===== src/rtl/router_pkg.sv =====
// rtl/router_pkg.sv - shared router defaults: payload width, FIFO depth, SOP flag position
package router_pkg;

  localparam int ROUTER_DATA_WIDTH = 8;
  localparam int ROUTER_DEPTH      = 16;

  // The SOP flag rides in the bit just above the payload of each stored entry.
  function automatic int sop_bit(input int data_width);
    return data_width;
  endfunction

endpackage


===== src/rtl/router_fifo_ptr.sv =====
// rtl/router_fifo_ptr.sv - FIFO pointer register with increment and empty/full compare against a peer pointer
module router_fifo_ptr #(
  parameter int PTR_W = 5
) (
  input  logic             clock,
  input  logic             resetn,
  input  logic             clear,
  input  logic             inc,
  input  logic [PTR_W-1:0] peer_ptr,
  output logic [PTR_W-1:0] ptr,
  output logic             match,
  output logic             lapped
);

  always_ff @(posedge clock or negedge resetn) begin
    if (!resetn) begin
      ptr <= '0;
    end else if (clear) begin
      ptr <= '0;
    end else if (inc) begin
      ptr <= ptr + PTR_W'(1);
    end
  end

  // Extra MSB distinguishes a full FIFO (one lap apart) from an empty one.
  assign match  = (ptr == peer_ptr);
  assign lapped = (ptr[PTR_W-1] != peer_ptr[PTR_W-1]) &&
                  (ptr[PTR_W-2:0] == peer_ptr[PTR_W-2:0]);

endmodule


===== src/rtl/router_pkt_fifo.sv =====
// rtl/router_pkt_fifo.sv - router output FIFO with SOP-tagged entries and packet-end tracking
// Optional occupancy ports fill_level/almost_full under ROUTER_PKT_FIFO_FILL_LEVEL_EN.
module router_pkt_fifo
  import router_pkg::*;
#(
  parameter int DATA_WIDTH = ROUTER_DATA_WIDTH,
  parameter int DEPTH      = ROUTER_DEPTH,
  parameter int LEN_LSB    = 2,
  parameter int AF_MARGIN  = 2
) (
  input  logic                  clock,
  input  logic                  resetn,
  input  logic                  soft_reset,
  input  logic                  write_enb,
  input  logic                  lfd_state,
  input  logic [DATA_WIDTH-1:0] data_in,
  input  logic                  read_enb,
  output logic [DATA_WIDTH-1:0] data_out,
  output logic                  data_valid,
  output logic                  empty,
  output logic                  full,
`ifdef ROUTER_PKT_FIFO_FILL_LEVEL_EN
  output logic                  pkt_done,
  output logic [$clog2(DEPTH):0] fill_level,
  output logic                  almost_full
`else
  output logic                  pkt_done
`endif
);

  localparam int AW    = $clog2(DEPTH);
  localparam int PTR_W = AW + 1;
  localparam int CNT_W = DATA_WIDTH - LEN_LSB + 1;
  localparam int SOP   = sop_bit(DATA_WIDTH);

  if (DATA_WIDTH < 4 || DEPTH < 4 || (DEPTH & (DEPTH - 1)) != 0 ||
      LEN_LSB >= DATA_WIDTH || AF_MARGIN > DEPTH) begin : g_bad_cfg
    $error("router_pkt_fifo: unsupported parameter set");
  end

  logic [DATA_WIDTH:0]   mem [DEPTH];
  logic [DATA_WIDTH:0]   wr_entry;
  logic [DATA_WIDTH:0]   rd_entry;
  logic [PTR_W-1:0]      wr_ptr;
  logic [PTR_W-1:0]      rd_ptr;
  logic                  wr_match, rd_match, wr_lapped, rd_lapped;
  logic                  wr_acc, rd_acc;
  logic                  rd_sop;
  logic [CNT_W-2:0]      rd_len;
  logic [CNT_W-1:0]      pkt_cnt;

  // The compare is symmetric, so either instance's view gives the same answer.
  assign empty  = wr_match & rd_match;
  assign full   = wr_lapped & rd_lapped;
  assign wr_acc = write_enb && !full && !soft_reset;
  assign rd_acc = read_enb && !empty && !soft_reset;

  router_fifo_ptr #(.PTR_W(PTR_W)) u_wr_ptr (
    .clock    (clock),
    .resetn   (resetn),
    .clear    (soft_reset),
    .inc      (wr_acc),
    .peer_ptr (rd_ptr),
    .ptr      (wr_ptr),
    .match    (wr_match),
    .lapped   (wr_lapped)
  );

  router_fifo_ptr #(.PTR_W(PTR_W)) u_rd_ptr (
    .clock    (clock),
    .resetn   (resetn),
    .clear    (soft_reset),
    .inc      (rd_acc),
    .peer_ptr (wr_ptr),
    .ptr      (rd_ptr),
    .match    (rd_match),
    .lapped   (rd_lapped)
  );

  always_comb begin
    wr_entry                   = '0;
    wr_entry[DATA_WIDTH-1:0]   = data_in;
    wr_entry[SOP]              = lfd_state;
  end

  always_ff @(posedge clock) begin
    if (wr_acc) begin
      mem[wr_ptr[AW-1:0]] <= wr_entry;
    end
  end

  assign rd_entry = mem[rd_ptr[AW-1:0]];
  assign rd_sop   = rd_entry[SOP];
  assign rd_len   = rd_entry[DATA_WIDTH-1:LEN_LSB];

  // Header loads length+1 so the parity byte closes the packet.
  always_ff @(posedge clock or negedge resetn) begin
    if (!resetn) begin
      pkt_cnt    <= '0;
      data_out   <= '0;
      data_valid <= 1'b0;
      pkt_done   <= 1'b0;
    end else if (soft_reset) begin
      pkt_cnt    <= '0;
      data_out   <= '0;
      data_valid <= 1'b0;
      pkt_done   <= 1'b0;
    end else begin
      data_valid <= rd_acc;
      pkt_done   <= 1'b0;
      if (rd_acc) begin
        data_out <= rd_entry[DATA_WIDTH-1:0];
        if (rd_sop) begin
          pkt_cnt <= {1'b0, rd_len} + CNT_W'(1);
        end else if (pkt_cnt != '0) begin
          pkt_cnt  <= pkt_cnt - CNT_W'(1);
          pkt_done <= (pkt_cnt == CNT_W'(1));
        end
      end
    end
  end

`ifdef ROUTER_PKT_FIFO_FILL_LEVEL_EN
  assign fill_level  = wr_ptr - rd_ptr;
  assign almost_full = (fill_level >= PTR_W'(DEPTH - AF_MARGIN));
`endif

endmodule


===== config.mk =====
export PLATFORM = sky130hd
export DESIGN_NAME = router_pkt_fifo
export DESIGN_NICKNAME = d
export VERILOG_FILES = /design/src/rtl/router_pkg.sv /design/src/rtl/router_fifo_ptr.sv /design/src/rtl/router_pkt_fifo.sv
export SDC_FILE = /design/constraint.sdc
export NUM_CORES = 1
export LEC_CHECK = 0
export ABC_AREA = 1
export CAP_MARGIN = 20
export CORE_MARGIN = 5
export CORE_UTILIZATION = 55
export DETAILED_ROUTE_END_ITERATION = 12
export PLACE_DENSITY = 0.86
export SKIP_CTS_REPAIR_TIMING = 1
export SLEW_MARGIN = 5
export SYNTH_ARGS = -nofsm -noshare
export SYNTH_HDL_FRONTEND = slang
export SYNTH_SLANG_ARGS = --single-unit

===== constraint.sdc =====
create_clock -name clock -period 2.5 [get_ports clock]
set_clock_uncertainty 0.1 [all_clocks]
set_input_delay 0.25 -clock clock [delete_from_list [all_inputs] [get_ports clock]]
set_output_delay 0.25 -clock clock [all_outputs]
set_load 0.03 [all_outputs]

==> results of run 1 <==
-- where the power goes --
part	switching (W)	internal, W	total (W)
Combinational	0.000820	0.000441	0.00126
Clock	0.00109	0.00147	0.00256
Sequential	0.0000562	0.00317	0.00323
Total	0.00197	0.00508	0.00705
-- worst max-delay path, delay by kind of cell (launching register included) --
kind                   cells  cell delay, ns
buffers and inverters      3            0.64
AOI/OAI and AO/OA          1            0.20
and+or+nand+nor            2            0.26
DFF                        1            0.38
-- state kept, by name, indices dropped and copies added, names as in the netlist --
| signal | flops |
|---|---|
| pkt_done | 1 |
| u_wr_ptr.ptr | 5 |
| data_valid | 1 |
| mem | 144 |
| data_out | 8 |
| u_rd_ptr.ptr | 5 |
| pkt_cnt | 7 |
-- kinds of logic (layout without fill, tap and decap cells) --
group,count (synthesis),after routing,share of synthesized area
compound gates,82,82,0.0620
xor+xnor,6,6,0.00778
fa+ha+maj,9,9,0.0146
buf+inv,113,174,0.0697
flops,171,171,0.647
simple gates,352,352,0.199
-- per-layer routing --
metal,up-vias,track usage,part of all wire
li1,2537,-,-
met1,2529,0.276,0.40
met2,225,0.356,0.50
met3,32,0.0552,0.074
met4,0,0.0939,0.026
met5,-,0,0
-- path summary, 6_finish.rpt --
| path | from | to | depth (start not counted) |
|---|---|---|---|
| min | resetn | data_out[7] | 2 |
| min reg2reg | pkt_cnt[6] | pkt_cnt[6] | 2 |
| max reg2reg | u_rd_ptr.ptr[0] | pkt_cnt[4] | 16 |
| max in group asynchronous | resetn | u_rd_ptr.ptr[0] | 2 |
| max | u_rd_ptr.ptr[1] | empty | 6 |
| min in group clock | pkt_cnt[6] | pkt_cnt[6] | 2 |
-- cell type report --
class	count	area share
Inverter	84	0.0360
Clock inverter	13	0.0162
Sequential cell	171	0.564
Multi-Input combinational cell	449	0.248
Timing Repair Buffer	59	0.0622
Tap cell	180	0.0254
Clock buffer	18	0.0484
-- through the flow --
step / instances / setup WS (ns)
final: 974 / 0.234
after global routing: 974 / 0.0144
after CTS: 974 / -0.171
after detailed placement: 943 / 0.215
after global placement: 943 / 0.330
after floorplan: 733 / 0.147
-- layout by cell type (no fill, tap or decap), drive strengths merged, types with 2 or more instances in the layout --
master,netlist,routed
xor2,5,5
o221ai,4,4
bufinv,0,2
clkinvlp,0,2
clkbuf,3,18
a22o,4,4
nand2,194,194
o22ai,7,7
o211ai,2,2
dlymetal6s2s,0,2
nor3,7,7
nor2,90,90
nand4,2,2
a21oi,6,6
buf,26,34
nand3,57,57
clkinv,2,8
edfxtp,144,144
inv,82,85
o21ai,57,57
ha,9,9
clkdlybuf4s50,0,23
dfrtp,27,27
==> results.py, run 1 <==
metrics = {
    "outcome": {
        "outcome": "completed",
    },
    "floorplanning": {
        "coreArea_um2": 13800,
        "die_area_um2": 16500,
        "placementRows": 43,
        "initial_core_util": 0.559,
        "die_w_um": 129,
        "io_pins": 26,
        "die_y_um": 129,
    },
    "layout": {
        "final_area_um2": 8870,
        "regArea_um2": 5000,
        "nNetsFinal": 805,
        "drive_above_1_share": 0.142,
        "syn_to_final_growth_pct": 14.8,
        "multiInputGateArea_um2": 2200,
        "fin_util": 0.641,
        "num_antenna_cells": 0,
        "fill_cells": 1018,
    },
    "setup_path": {
        "cpPeakStageDelay_ns": 0.38,
        "slowest_stage": "dfrtp_1",
        "critPathMaxFanout": 19,
        "path_cells": "buf_4, nand2_1, a21oi_2, nand3_2, inv_1, dlymetal6s2s_1",
        "cp.arrival_ns": 1.92,
        "end_kind": "primary output",
        "crit_type": "flip-flop to primary output",
        "r2r_setup_slack_ns": 0.26,
        "worstSetupStartpointType": "flip-flop",
        "crit_required_ns": 2.15,
    },
    "synth": {
        "netlist_instances": 733,
        "synth_warnings": 0,
        "synth.avg_cell_area_um2": 10.5,
        "syn-num-nets": 756,
        "netlist_area_um2": 7720,
        "ys.flop_type": "edfxtp_1",
        "synthTopCellsByCount": "nand2_1 (179), edfxtp_1 (144), nor2_1 (82), inv_1 (71), nand3_1 (51)",
        "synth_cell_types": 40,
        "yosysTopAreaCell": "edfxtp_1",
        "yosys-top-cells-area": "edfxtp_1 (56%), dfrtp_1 (8.7%), nand2_1 (8.7%)",
        "synth-edff-count": 144,
        "synth_top_area_share": 0.560,
        "ys_ff_latch": 171,
        "seq_area_frac_synth": 0.647,
        "ys_async_sr_fraction": 0.158,
        "synth_most_common_cell": "nand2_1",
    },
    "clock_tree": {
        "cts.sinks": 171,
        "numCtsBuffers": 17,
        "cts_root_buf": "clkbuf_16",
        "cts_tree": "yes",
        "path_clk_slew_ns": 0.06,
        "htree_num_levels": 4,
        "worstSkewPairLatency_ns": 0.43,
        "clockBufferDepth": 2,
    },
    "power_and_ir_drop": {
        "p_leak_nw": 3.64,
        "p_per_area_nw_per_um2": 795,
        "peakVddDrop_mv": 0.595,
        "p_total_w": 0.00705,
    },
    "sta": {
        "min_period_ns": 2.27,
        "finalSetupViolCount": 0,
        "holdWs_ns": 0.112,
        "fmax_mhz": 441,
        "drv_slew": 0,
        "tightestPinTransition_ns": 0.613,
        "rsz0062_at_grt": "no",
        "timing.final.crit_share": 0.906,
        "fin_setup_tns_ns": 0,
        "relSlewSlack": 0.590,
        "hold_viol_final": 0,
    },
    "place": {
        "port-buffer-count": 25,
        "gp_congestion": 0.897,
        "placed_cell_area_um2": 8270,
        "place_hpwl_mm": 11.0,
    },
    "routing": {
        "routed_wl_mm": 16.9,
        "drtAntennaViolNets": 0,
        "dr.pass1.iters": 5,
        "route.detailed.drc": 0,
        "viasPerCell": 5.47,
        "vias": 5323,
        "drt-wirelength-per-cell_um": 17.3,
        "drt-initial-drc-count": 541,
    },
    "grt": {
        "grt_pass1_vias": 5384,
        "antenna_found_initial": 0,
        "grt_max_degree": 45,
        "grtUsageTotal": 0.217,
        "grt-ovfl-total": 0,
        "grt_pass1_wl_mm": 27.4,
    },
    "min_path": {
        "hold_path_class": "input pin to asynchronous set/reset pin",
    },
    "job": {
        "timing.max_cap.violations": 0,
    },
}
Power figures use the tool's default switching activity.
==> inputs of run 2 (changes only) <==
--- a/config.mk
+++ b/config.mk
@@ -9,6 +9,7 @@
 export CAP_MARGIN = 20
 export CORE_MARGIN = 5
 export CORE_UTILIZATION = 55
+export CTS_BUF_LIST = sky130_fd_sc_hd__clkbuf_8
 export DETAILED_ROUTE_END_ITERATION = 12
 export PLACE_DENSITY = 0.86
 export SKIP_CTS_REPAIR_TIMING = 1
==> results.py, run 2 (same netlist as run 1, synthesis figures left out) <==
metrics = {
    "sta": {
        "timing.final.crit_share": 0.911,
        "finalSetupViolCount": 0,
        "hold_viol_final": 0,
        "worst_slack_ns": 0.223,
        "rsz0062_at_grt": "no",
        "min_period_ns": 2.28,
        "drv_slew": 0,
        "fmax_mhz": 439,
        "holdWs_ns": 0.0723,
        "relSlewSlack": 0.583,
        "tightestPinTransition_ns": 0.624,
    },
    "layout": {
        "fin_util": 0.627,
        "fill_cells": 1059,
        "final_common_cell": "nand2_1",
        "final_cell_mix": "nand2_1 (179), edfxtp_1 (144), nor2_1 (82)",
        "num_antenna_cells": 0,
        "drive_above_1_share": 0.141,
        "regArea_um2": 5000,
        "nNetsFinal": 805,
        "syn_to_final_growth_pct": 12.3,
        "final_area_um2": 8670,
        "largest_reg_flops": 144,
        "multiInputGateArea_um2": 2200,
    },
    "clock_tree": {
        "cts_root_buf": "clkbuf_8",
        "worstSkewPairLatency_ns": 0.47,
        "cts_tree": "yes",
        "path_clk_slew_ns": 0.09,
        "cts.sinks": 171,
        "htree_num_levels": 4,
        "clockBufferDepth": 2,
        "numCtsBuffers": 17,
    },
    "routing": {
        "route.detailed.drc": 0,
        "dr.pass1.iters": 5,
        "routed_wl_mm": 16.4,
        "wl_met2_mm": 8.13,
        "drt-initial-drc-count": 561,
        "viasPerCell": 5.42,
        "vias": 5281,
        "maxUsedRoutingLayer": "met4",
        "drt-wirelength-per-cell_um": 16.8,
        "met1Wirelength_mm": 6.78,
        "route.met3.wl_mm": 1.09,
        "drtAntennaViolNets": 0,
    },
    "grt": {
        "grtUsageTotal": 0.211,
        "grt_pass1_vias": 5258,
        "grt-ovfl-total": 0,
        "grt_max_degree": 45,
        "antenna_found_initial": 0,
        "grt_pass1_wl_mm": 26.7,
    },
    "floorplanning": {
        "die_w_um": 129,
        "coreArea_um2": 13800,
        "io_pins": 26,
        "initial_core_util": 0.559,
        "placementRows": 43,
        "die_area_um2": 16500,
        "die_y_um": 129,
    },
    "setup_path": {
        "cpPeakStageDelay_ns": 0.45,
        "critPathMaxFanout": 29,
        "path_cells": "buf_12, xor2_2, a21oi_2, nand3_2, inv_1, dlymetal6s2s_1",
        "slowest_stage": "dfrtp_2",
        "crit_type": "flip-flop to primary output",
        "crit_required_ns": 2.15,
        "worstSetupStartpointType": "flip-flop",
        "r2r_setup_slack_ns": 0.25,
        "end_kind": "primary output",
        "cp.arrival_ns": 1.93,
    },
    "min_path": {
        "hold_path_class": "input pin to asynchronous set/reset pin",
    },
    "power_and_ir_drop": {
        "p_leak_nw": 3.56,
        "peakVddDrop_mv": 0.512,
        "p_per_area_nw_per_um2": 734,
    },
    "place": {
        "place_hpwl_mm": 11.0,
        "gp_congestion": 0.897,
        "place_ws_ns": 0.215,
        "placed_cell_area_um2": 8270,
        "port-buffer-count": 25,
    },
    "job": {
        "timing.max_cap.violations": 0,
    },
    "outcome": {
        "outcome": "completed",
    },
}
run 2: changes by cell type in the layout (fill, tap and decap cells not counted):
| cell | change |
|---|---|
| clkbuf_1 | -1 |
| ha_1 | +1 |
| clkbuf_16 | -17 |
| ha_2 | -1 |
| clkbuf_8 | +17 |
| inv_1 | +1 |
run 2: metrics by stage:
stage | total power (W) | setup TNS [ns] | cells
after detailed placement | 0.00453 | 0 | 943
after CTS | 0.00639 | -0.379 | 974
after global placement | 0.00448 | 0 | 943
after global routing | 0.00668 | 0 | 974
after floorplan | 0.00420 | 0 | 733
final | 0.00637 | 0 | 974
run 2: critical path: cells and delay by family (launching register included):
| family | cells | cell delay (ns) |
|---|---|---|
| buffers and inverters | 3 | 0.55 |
| DFF | 1 | 0.45 |
| AOI/OAI and AO/OA | 1 | 0.17 |
| xor gates and xnor gates | 1 | 0.16 |
| and+or+nand+nor | 1 | 0.14 |
run 2: path summary, 6_finish.rpt:
kind | to | from | depth (start not counted)
hold / removal | data_out[7] | resetn | 2
hold reg to reg | pkt_cnt[6] | pkt_cnt[6] | 2
min in group clock | pkt_done | read_enb | 3
setup / recovery | empty | u_rd_ptr.ptr[0] | 6
setup reg to reg | pkt_cnt[5] | u_rd_ptr.ptr[0] | 15
max in group asynchronous | u_rd_ptr.ptr[0] | resetn | 2
run 2: layout make-up:
type / instances / area share
clock buffer: 17 / 0.0270
clock inverter: 14 / 0.0170
inverter: 84 / 0.0368
multi-input combinational: 449 / 0.253
sequential: 171 / 0.577
tap: 180 / 0.0260
timing repair buffer: 59 / 0.0636
run 2: power by group:
part	internal (W)	switching (W)
Sequential	0.00317	0.0000565
Clock	0.000885	0.00101
Combinational	0.000440	0.000812
run 2: metal layers:
layer  vias up  track usage
met1      2532        0.271
li1       2533            -
met4         0       0.0908
met2       180        0.353
met5         -            0
met3        36       0.0399
